[config.mk]
export PLATFORM = sky130hd
export DESIGN_NAME = hazard_ctrl
export DESIGN_NICKNAME = d
export VERILOG_FILES = /design/src/rtl/hazard_ctrl.sv
export SDC_FILE = /design/constraint.sdc
export NUM_CORES = 1
export LEC_CHECK = 0
export BUFFER_PORTS_ARGS = -buffer_cell sky130_fd_sc_hd__buf_2
export CELL_PAD_IN_SITES_DETAIL_PLACEMENT = 0
export CELL_PAD_IN_SITES_GLOBAL_PLACEMENT = 1
export CORE_MARGIN = 2
export CORE_UTILIZATION = 27
export CTS_BUF_LIST = sky130_fd_sc_hd__clkbuf_4 sky130_fd_sc_hd__clkbuf_8 sky130_fd_sc_hd__clkbuf_16
export CTS_CLUSTER_SIZE = 28
export DETAILED_ROUTE_END_ITERATION = 16
export GPL_ROUTABILITY_DRIVEN = 0
export GPL_TIMING_DRIVEN = 1
export PLACE_DENSITY = 0.73
export SLEW_MARGIN = 20
export SYNTH_ARGS = -nofsm -noshare
export SYNTH_HDL_FRONTEND = slang
export SYNTH_SLANG_ARGS = --single-unit
[constraint.sdc]
create_clock -name clk -period 1.8 [get_ports clk]
set_clock_uncertainty 0.05 [all_clocks]
set_input_delay 0.36 -clock clk [delete_from_list [all_inputs] [get_ports clk]]
set_output_delay 0.36 -clock clk [all_outputs]
set_load 0.01 [all_outputs]
[src/rtl/hazard_ctrl.sv]
// rtl/hazard_ctrl.sv - pipeline hazard detection: register-use stalls plus HI/LO busy interlock.
// Optional stall-cycle counter output enabled by defining HAZARD_STALL_CNT_EN.
module hazard_ctrl (
   input  logic        clk,
   input  logic        reset,
   input  logic [4:0]  rs_D,
   input  logic [4:0]  rt_D,
   input  logic [1:0]  Tuse_rs_D,
   input  logic [1:0]  Tuse_rt_D,
   input  logic [4:0]  A_E,
   input  logic [1:0]  Tnew_E,
   input  logic [4:0]  A_M,
   input  logic [1:0]  Tnew_M,
   input  logic        md_start_E,
   input  logic        md_div_E,
   input  logic        md_use_D,
   output logic        stall,
   output logic        clr_E,
   output logic        md_busy
`ifdef HAZARD_STALL_CNT_EN
   ,
   output logic [31:0] stall_cnt
`endif
);

   logic [3:0] r_md_cnt;
   logic       w_stall_rs;
   logic       w_stall_rt;
   logic       w_stall_md;
   logic       w_busy_raw;
   logic       w_stall_raw;

   // A hazard exists only when the consumer needs the value before the producer can forward it.
   assign w_stall_rs = (rs_D != 5'd0) && (Tuse_rs_D != 2'd3) &&
                       (((A_E == rs_D) && (Tuse_rs_D < Tnew_E)) ||
                        ((A_M == rs_D) && (Tuse_rs_D < Tnew_M)));

   assign w_stall_rt = (rt_D != 5'd0) && (Tuse_rt_D != 2'd3) &&
                       (((A_E == rt_D) && (Tuse_rt_D < Tnew_E)) ||
                        ((A_M == rt_D) && (Tuse_rt_D < Tnew_M)));

   always_ff @(posedge clk or negedge reset) begin
      if (!reset) begin
         r_md_cnt <= 4'd0;
      end else if (md_start_E) begin
         r_md_cnt <= md_div_E ? 4'd10 : 4'd5;
      end else if (r_md_cnt != 4'd0) begin
         r_md_cnt <= r_md_cnt - 4'd1;
      end
   end

   assign w_busy_raw  = md_start_E || (r_md_cnt != 4'd0);
   assign w_stall_md  = md_use_D && w_busy_raw;
   assign w_stall_raw = w_stall_rs || w_stall_rt || w_stall_md;

   // Outputs are gated by reset so a held-low reset masks a live md_start_E.
   assign md_busy = reset && w_busy_raw;
   assign stall   = reset && w_stall_raw;
   assign clr_E   = stall;

`ifdef HAZARD_STALL_CNT_EN
   logic [31:0] r_stall_cnt;

   always_ff @(posedge clk or negedge reset) begin
      if (!reset) begin
         r_stall_cnt <= 32'd0;
      end else if (stall && (r_stall_cnt != 32'hFFFF_FFFF)) begin
         r_stall_cnt <= r_stall_cnt + 32'd1;
      end
   end

   assign stall_cnt = r_stall_cnt;
`endif

endmodule

==> reports/metrics.cfg, run 1 <==
[run_status]
status = finished with violations
violations = negative setup slack

[floorplan]
die_x_um = 52.1
ios = 36
initial_core_util_pct = 28.6
core-area_sq_um = 2190
placementRows = 17
die_y_um = 52.1
design.die.area_sq_um = 2720

[detailed_routing]
routed-via-count = 751
viasPerCell = 4.81
first_iter_violations = 8
dr.pass1.iters = 3
wl_per_cell_um = 13.9
post-route-drc-count = 0
drt_wl_total_mm = 2.17
ant_nets = 0

[power]
internal_power_mw = 0.356
power_density_nw_per_um2 = 468
p_seq_share_pct = 22.4
sw_frac_of_total_pct = 35.5
combPwrFrac_pct = 57.7
ir_drop_mv = 0.367
p_sw_mw = 0.196
clkPwrFrac_pct = 19.9
p_leak_nw = 0.507
total_power_mw = 0.553

[grt]
antenna_found_initial = 0
track_usage_pct = 16.6
grt_pass1_wl_mm = 3.26
grt_max_degree = 7
gr-total-overflow = 0
grt_pass1_vias = 758

[cts]
cts_tree = yes
clk_pin_slew_ps = 40
worstSkewPairLatency_ps = 230
root_buffer = clkbuf_4
clock-sinks = 4
clk_path_buf_depth = 2
htreeDepth = 1
cts-buffers-inserted = 3

[placement]
pre_cts_slack_ps = -427
dp_cells = 148
hpwlAfterDp_mm = 1.63
io_buffers = 35
placed_cell_area_sq_um = 952

[critical_path]
r2r_end = r_md_cnt[3]
rrSetupSlack_ps = 430
worstSetupStartpointType = input pin
critPathCapture = stall
crit_start = rt_D[2]
r2r-start = r_md_cnt[0]
r2r_cells = 4
arrival_ps = 1630
end_kind = output port
crit_fanout = 3
cp.required_ps = 1390
crit_type = input pin to output port

[finish]
post-route-util_pct = 53.9
antenna_cells = 0
drive_gt1_share_pct = 57.0
nets = 169
area_delta_synth_final_pct = 88.6
top_register = r_md_cnt
design_area_sq_um = 1180
largest_reg_flops = 4
reg_top3 = r_md_cnt (4)
final_cells = 156

[timing]
setup_viol_count_final = 2
whs_ps = 329
period_share_pct = 113
period_needed_ps = 2040
tightest_slew_ps = 325
tns_ps = -479
max_slew_margin_pct = 78.2
grt_setup_unrepaired = yes
fmax_mhz = 490
setup_ws_ps = -240
report.final.slew_viol_count = 0
hold_violations = 0

[flow_run]
maxCapViolations = 0

[synth]
ys_ff_latch = 4
synth-edff-count = 0
syn_nets = 112
synth_area_sq_um = 626
ys.flop_type = dfrtp_1
async_reset_ff_share_pct = 100
yosysWarnings = 0
ys_types = 23
synth_cells = 73
syn_area_per_cell_sq_um = 8.57
seq_area_frac_synth_pct = 16.0

[min_path]
hold_class = input pin to register

==> power groups by stage <==
stage	logic, mW	clock network, mW	registers (mW)
floorplan	0.123	0	0.121
global placement	0.230	0	0.123
detailed placement	0.237	0	0.125
CTS	0.298	0.116	0.123
global route	0.347	0.129	0.126
finish	0.319	0.110	0.124
==> cells by family (layout without fill, tap and decap cells) <==
| group | count (synthesis) | after routing | share of synthesized area [%] |
|---|---|---|---|
| flops | 4 | 4 | 16.0 |
| buf+inv | 6 | 61 | 4.20 |
| compound gates | 16 | 16 | 17.8 |
| simple gates | 20 | 20 | 20.6 |
| xor+xnor | 21 | 21 | 29.4 |
| fa+ha+maj | 6 | 6 | 12.0 |
==> cell usage after synthesis, drive strengths merged (2+ instances only) <==
cell	count	area (sq um)
xor2	9	78.8
inv	5	18.8
a2111oi	4	35.0
nand2	3	11.3
a21oi	7	35.0
o211ai	2	20.0
nand4	4	25.0
or4	2	18.8
nand2b	6	37.5
dfrtp	4	100
ha	6	75.1
xnor2	12	105
==> worst min-delay path by stage <==
| stage | cells past startpoint | slack (ps) | end | from |
|---|---|---|---|---|
| 2_1_floorplan | 0 | 10 | r_md_cnt[0] | reset |
| 3_3_place_gp | 1 | 150 | r_md_cnt[0] | reset |
| 3_5_place_dp | 1 | 150 | r_md_cnt[1] | reset |
| 4_1_cts | 3 | 320 | r_md_cnt[3] | md_div_E |
| 5_1_grt | 3 | 340 | r_md_cnt[3] | md_div_E |
| 6_report | 3 | 330 | r_md_cnt[3] | md_div_E |
==> per-layer routing <==
metal | global-route usage, % | vias to the layer above | share of wire, %
li1 | - | 374 | -
met2 | 31.0 | 26 | 53
met5 | 0 | - | 0
met4 | 8.97 | 0 | 1.7
met3 | 2.01 | 4 | 5.0
met1 | 18.0 | 347 | 40
==> timing repair <==
item	4_1_cts	5_1_grt
gates resized for setup	20	5
endpoints found under the hold margin	4	0
hold buffers	1	0
pin swaps	8	5
endpoints found under the setup margin	2	3
buffers inserted	2	2
==> final cells by class <==
type	instances	area (sq um)
clock buffer	3	22.5
fill	203	1010
multi-input combinational	63	652
tap	28	35.0
timing repair buffer	53	347
inverter	5	23.8
sequential	4	100
==> worst max-delay path, stage by stage <==
cell	delay, ps
buf_2	130
or4_4	510
o211ai_2	170
a21oi_2	50
a211o_1	270
buf_2	140
==> cells in the final DEF (no fill, tap or decap), types with 3 or more instances in the layout <==
cell,count
buf_2,29
buf_4,18
xnor2_1,12
xor2_1,9
nand2b_1,6
a21oi_1,6
ha_4,5
buf_6,5
a2111oi_4,4
nand4_1,4
dfrtp_1,4
inv_2,3
nand2_1,3
clkbuf_4,3
Power figures use the tool's default switching activity.
==> run 2, diff against run 1 <==
- CORE_ASPECT_RATIO: unset -> 1.25
- SKIP_CTS_REPAIR_TIMING: unset -> 1
==> run 2 against run 1 <==
The flow still finishes with violations (negative setup slack). Worst setup slack barely moved. Largest cell class unchanged. Hold slack better by 6.6 ps. Die area about the same. Count of clock-buffer cells in the layout stayed put. Register-to-register slack barely moved. Largest power group unchanged. Via count decreased by 2.3%. Highest routed layer is now met3. Critical path depth grew 2. Cell area is 2.2% lower.
==> reports/metrics.cfg, run 2 (same netlist as run 1, synthesis figures left out) <==
[run_status]
status = finished with violations
violations = negative setup slack

[cts]
root_buffer = clkbuf_4
clk_pin_slew_ps = 30
htreeDepth = 1
cts_tree = yes
clock-sinks = 4
cts-buffers-inserted = 3
clk_path_buf_depth = 2
worstSkewPairLatency_ps = 230

[grt]
grt_max_degree = 8
grt_pass1_wl_mm = 2.95
gr-total-overflow = 0
track_usage_pct = 15.2
antenna_found_initial = 0
grt_pass1_vias = 757

[critical_path]
r2r-start = r_md_cnt[1]
worstSetupStartpointType = input pin
cp.required_ps = 1390
arrival_ps = 1630
crit_family = compound AO/OA/AOI/OAI gates
rrSetupSlack_ps = 440
r2r_cells = 4
crit_fanout = 2
path_cells = buf_2, inv_2, ha_4, a2111oi_4, nand4_1, a21oi_2, a211o_1, buf_2
crit_type = input pin to output port
critPathSlowestCell = a2111oi_4
slowest_delay_ps = 320
end_kind = output port
r2r_end = r_md_cnt[3]
crit_top_cell = buf_2
crit_buf_inv = 3

[finish]
top_register = r_md_cnt
fill_cells = 235
area_delta_synth_final_pct = 84.4
final_cell_mix = 33 x buf_2, 16 x buf_4, 12 x xnor2_1, 9 x xor2_1, 6 x nand2b_1
regArea_sq_um = 100
final_common_cell = buf_2
drive_gt1_share_pct = 57.5
multiInputGateArea_sq_um = 656
reg_top3 = r_md_cnt (4)
largest_reg_flops = 4
nets = 168
antenna_cells = 0

[placement]
io_buffers = 35
pre_cts_slack_ps = -357
hpwlAfterDp_mm = 1.71

[power]
ir_drop_mv = 0.337
p_seq_share_pct = 22.9
combPwrFrac_pct = 57.7
power_density_nw_per_um2 = 472
p_leak_nw = 0.494
clkPwrFrac_pct = 19.4
total_power_mw = 0.544
sw_frac_of_total_pct = 34.7
internal_power_mw = 0.355
p_sw_mw = 0.189

[floorplan]
initial_core_util_pct = 28.6
ios = 36
core-area_sq_um = 2190
placementRows = 19
die_y_um = 57.8
design.die.area_sq_um = 2720
die_x_um = 47.1

[timing]
hold_violations = 0
period_share_pct = 113
setup_ws_ps = -240
tightest_slew_ps = 302
period_needed_ps = 2040
setup_viol_count_final = 3
fmax_mhz = 490
report.final.slew_viol_count = 0
grt_setup_unrepaired = yes
max_slew_margin_pct = 79.8

[detailed_routing]
post-route-drc-count = 0
first_iter_violations = 8
drt_wl_total_mm = 2.04
wl_per_cell_um = 12.9
viasPerCell = 4.65
routed-via-count = 734
dr.pass1.iters = 4
ant_nets = 0

[min_path]
min_from = md_div_E
hold_depth = 3
min_to = r_md_cnt[3]
hold_class = input pin to register

[flow_run]
maxCapViolations = 0

run 2: how the worst max path moves through the flow:
stage,startpoint,cells after the start,end,slack (ps)
after global routing,r_md_cnt[1],6,stall,-310
final,Tnew_E[1],8,stall,-240
after global placement,Tnew_M[1],8,clr_E,-310
after detailed placement,Tnew_M[1],8,stall,-360
after CTS,Tnew_M[1],8,stall,-360
after floorplan,rt_D[1],5,stall,-130
run 2: final cells by class:
| cell class | instances | share of cell area, % |
|---|---|---|
| clock buffer | 3 | 1.95 |
| inverter | 5 | 1.63 |
| multi-input combinational | 63 | 56.8 |
| sequential | 4 | 8.68 |
| tap | 31 | 3.36 |
| timing repair buffer | 52 | 27.5 |
run 2: per-stage QoR:
step                      cells  util [%]  hold WS, ps  instance area (sq um)  setup TNS (ps)
after floorplan              73         -         14.4                    652            -132
after global placement      153      44.4          151                    971            -628
after detailed placement    153      44.4          156                    971            -713
after CTS                   156      45.4        -92.0                    993            -858
after global routing        158      52.7          341                   1150            -762
final                       158      52.7          336                   1150            -529
run 2: power groups by stage:
stage               sequential, mW  clock [mW]  combinational (mW)
finish                       0.125       0.105               0.314
floorplan                    0.121           0               0.123
CTS                          0.124       0.112               0.249
global route                 0.127       0.125               0.342
global placement             0.123           0               0.243
detailed placement           0.125           0               0.247
run 2: per-layer routing:
metal	global-route usage, %	up-vias	part of all wire, %
met1	14.4	330	35
met3	3.74	0	7.9
li1	-	372	-
met4	5.95	0	0
met2	29.2	32	57
met5	0	-	0
run 2: tightest hold or removal path, stage by stage:
cell and delay, ps:
buf_2 90, inv_1 60, a21oi_1 60
==> run 3, diff against run 2 <==
- BUFFER_PORTS_ARGS: -buffer_cell sky130_fd_sc_hd__buf_2 -> unset
- CORE_UTILIZATION: 27 -> 37
- CTS_BUF_LIST: sky130_fd_sc_hd__clkbuf_4 sky130_fd_sc_hd__clkbuf_8 sky130_fd_sc_hd__clkbuf_16 -> unset
- DONT_BUFFER_PORTS: unset -> 1
- PLACE_DENSITY: 0.73 -> 0.69
==> run 3 against run 2 <==
The run still ends with negative setup slack left. Combinational power is 35% lower. Wire length is 21% lower. Worst setup slack better by 96 ps. Critical path depth is 2 lower. Clock power is 5% higher. Hold slack worse by 170 ps. First-iteration DRC count is 38% lower. Sequential share of layout area is 3.4 points higher. Count of clock-buffer cells in the layout stayed put. Cell area is 28% lower. Sequential power hardly changed. Critical endpoint unchanged. Largest power group unchanged.
==> reports/metrics.cfg, run 3 (same netlist as run 1, synthesis figures left out) <==
[run_status]
violations = negative setup slack
status = finished with violations

[detailed_routing]
wl_per_cell_um = 16.3
drt_wl_total_mm = 1.61
post-route-drc-count = 0
dr.pass1.iters = 4
first_iter_violations = 5
ant_nets = 0
routed-via-count = 550
viasPerCell = 5.56

[timing]
period_share_pct = 108
max_slew_margin_pct = 80.3
tightest_slew_ps = 295
hold_violations = 0
fmax_mhz = 514
setup_viol_count_final = 2
period_needed_ps = 1940
grt_setup_unrepaired = yes
setup_ws_ps = -144
report.final.slew_viol_count = 0

[floorplan]
design.die.area_sq_um = 2040
ios = 36
die_y_um = 50.0
die_x_um = 40.8
core-area_sq_um = 1580
placementRows = 16
initial_core_util_pct = 39.6

[finish]
area_delta_synth_final_pct = 32.4
drive_gt1_share_pct = 27.2
nets = 122
antenna_cells = 0
final_cell_mix = 12 x xnor2_1, 9 x xor2_1, 6 x nand2b_1, 6 x a21oi_1, 5 x buf_4
largest_reg_flops = 4
reg_top3 = r_md_cnt (4)
post-route-util_pct = 52.4
final_cells = 99
final_common_cell = xnor2_1
top_register = r_md_cnt

[grt]
use_met1_pct = 19.8
grt_pass1_wl_mm = 2.17
gr-max-usage-layer = met2
met3_usage_pct = 7.21
grt_max_degree = 8
use_met2_pct = 21.9
gr-total-overflow = 0
grt_pass1_vias = 542
antenna_found_initial = 0
track_usage_pct = 15.1

[placement]
dp_cells = 94
hpwlAfterDp_mm = 1.21
io_buffers = 0

[critical_path]
critPathSlowestCell = a2111oi_4
cp.required_ps = 1390
slowest_delay_ps = 340
crit_family = compound AO/OA/AOI/OAI gates
r2r_cells = 7
r2r-start = r_md_cnt[0]
worstSetupStartpointType = input pin
crit_buf_inv = 1
end_kind = output port
crit_fanout = 2
rrSetupSlack_ps = 400
arrival_ps = 1530
r2r_end = r_md_cnt[0]
crit_type = input pin to output port
path_cells = inv_1, ha_1, a2111oi_4, nand4_1, a21oi_1, a211o_1

[cts]
clock-sinks = 4
cts-buffers-inserted = 3
worstSkewPairLatency_ps = 230
cts_tree = yes
clk_path_buf_depth = 2
htreeDepth = 1
root_buffer = clkbuf_4
clk_pin_slew_ps = 40

[power]
p_seq_share_pct = 28.5
power_density_nw_per_um2 = 527
clkPwrFrac_pct = 25.2
internal_power_mw = 0.293
ir_drop_mv = 0.528
p_leak_nw = 0.299
sw_frac_of_total_pct = 33.0
combPwrFrac_pct = 46.4
p_sw_mw = 0.144

[min_path]
min_to = r_md_cnt[3]
min_from = md_start_E
hold_depth = 1
hold_class = input pin to register

[flow_run]
maxCapViolations = 0

-- run 3: area by class of cell --
| type | count | area (sq um) |
|---|---|---|
| flip-flops and latches | 4 | 100 |
| repair buffers | 6 | 47.5 |
| fillers | 158 | 753 |
| clock buffers | 3 | 22.5 |
| multi-input cells | 63 | 614 |
| well taps | 18 | 22.5 |
| inverters | 5 | 21.3 |
-- run 3: power groups by stage --
stage          logic (mW)  clock network [mW]  registers (mW)
2_1_floorplan       0.123                   0           0.121
3_3_place_gp        0.151                   0           0.124
3_5_place_dp        0.152                   0           0.124
4_1_cts             0.154               0.115           0.123
5_1_grt             0.227               0.123           0.126
6_report            0.203               0.110           0.124
-- run 3: how the worst max path moves through the flow --
stage / end / start / slack [ps] / depth (start not counted)
2_1_floorplan: stall / rt_D[1] / -130 / 5
3_3_place_gp: stall / Tnew_M[1] / -220 / 6
3_5_place_dp: stall / Tnew_M[1] / -230 / 6
4_1_cts: stall / Tnew_M[1] / -230 / 6
5_1_grt: stall / Tnew_E[1] / -230 / 6
6_report: stall / Tnew_E[1] / -140 / 6
-- run 3: through the flow --
stage	TNS (ps)	setup slack, ps	cell area [sq um]	hold WS [ps]	total power [mW]
floorplan	-132	-132	652	14.4	0.244
global placement	-437	-218	697	14.6	0.275
detailed placement	-461	-230	697	14.6	0.276
CTS	-457	-229	719	-238	0.392
global route	-465	-233	828	167	0.476
finish	-287	-144	828	161	0.437
-- run 3: per-layer routing --
layer,routed length [um],vias up
met3,138,0
met4,0,0
li1,-,280
met5,0,-
met1,634,249
met2,839,21
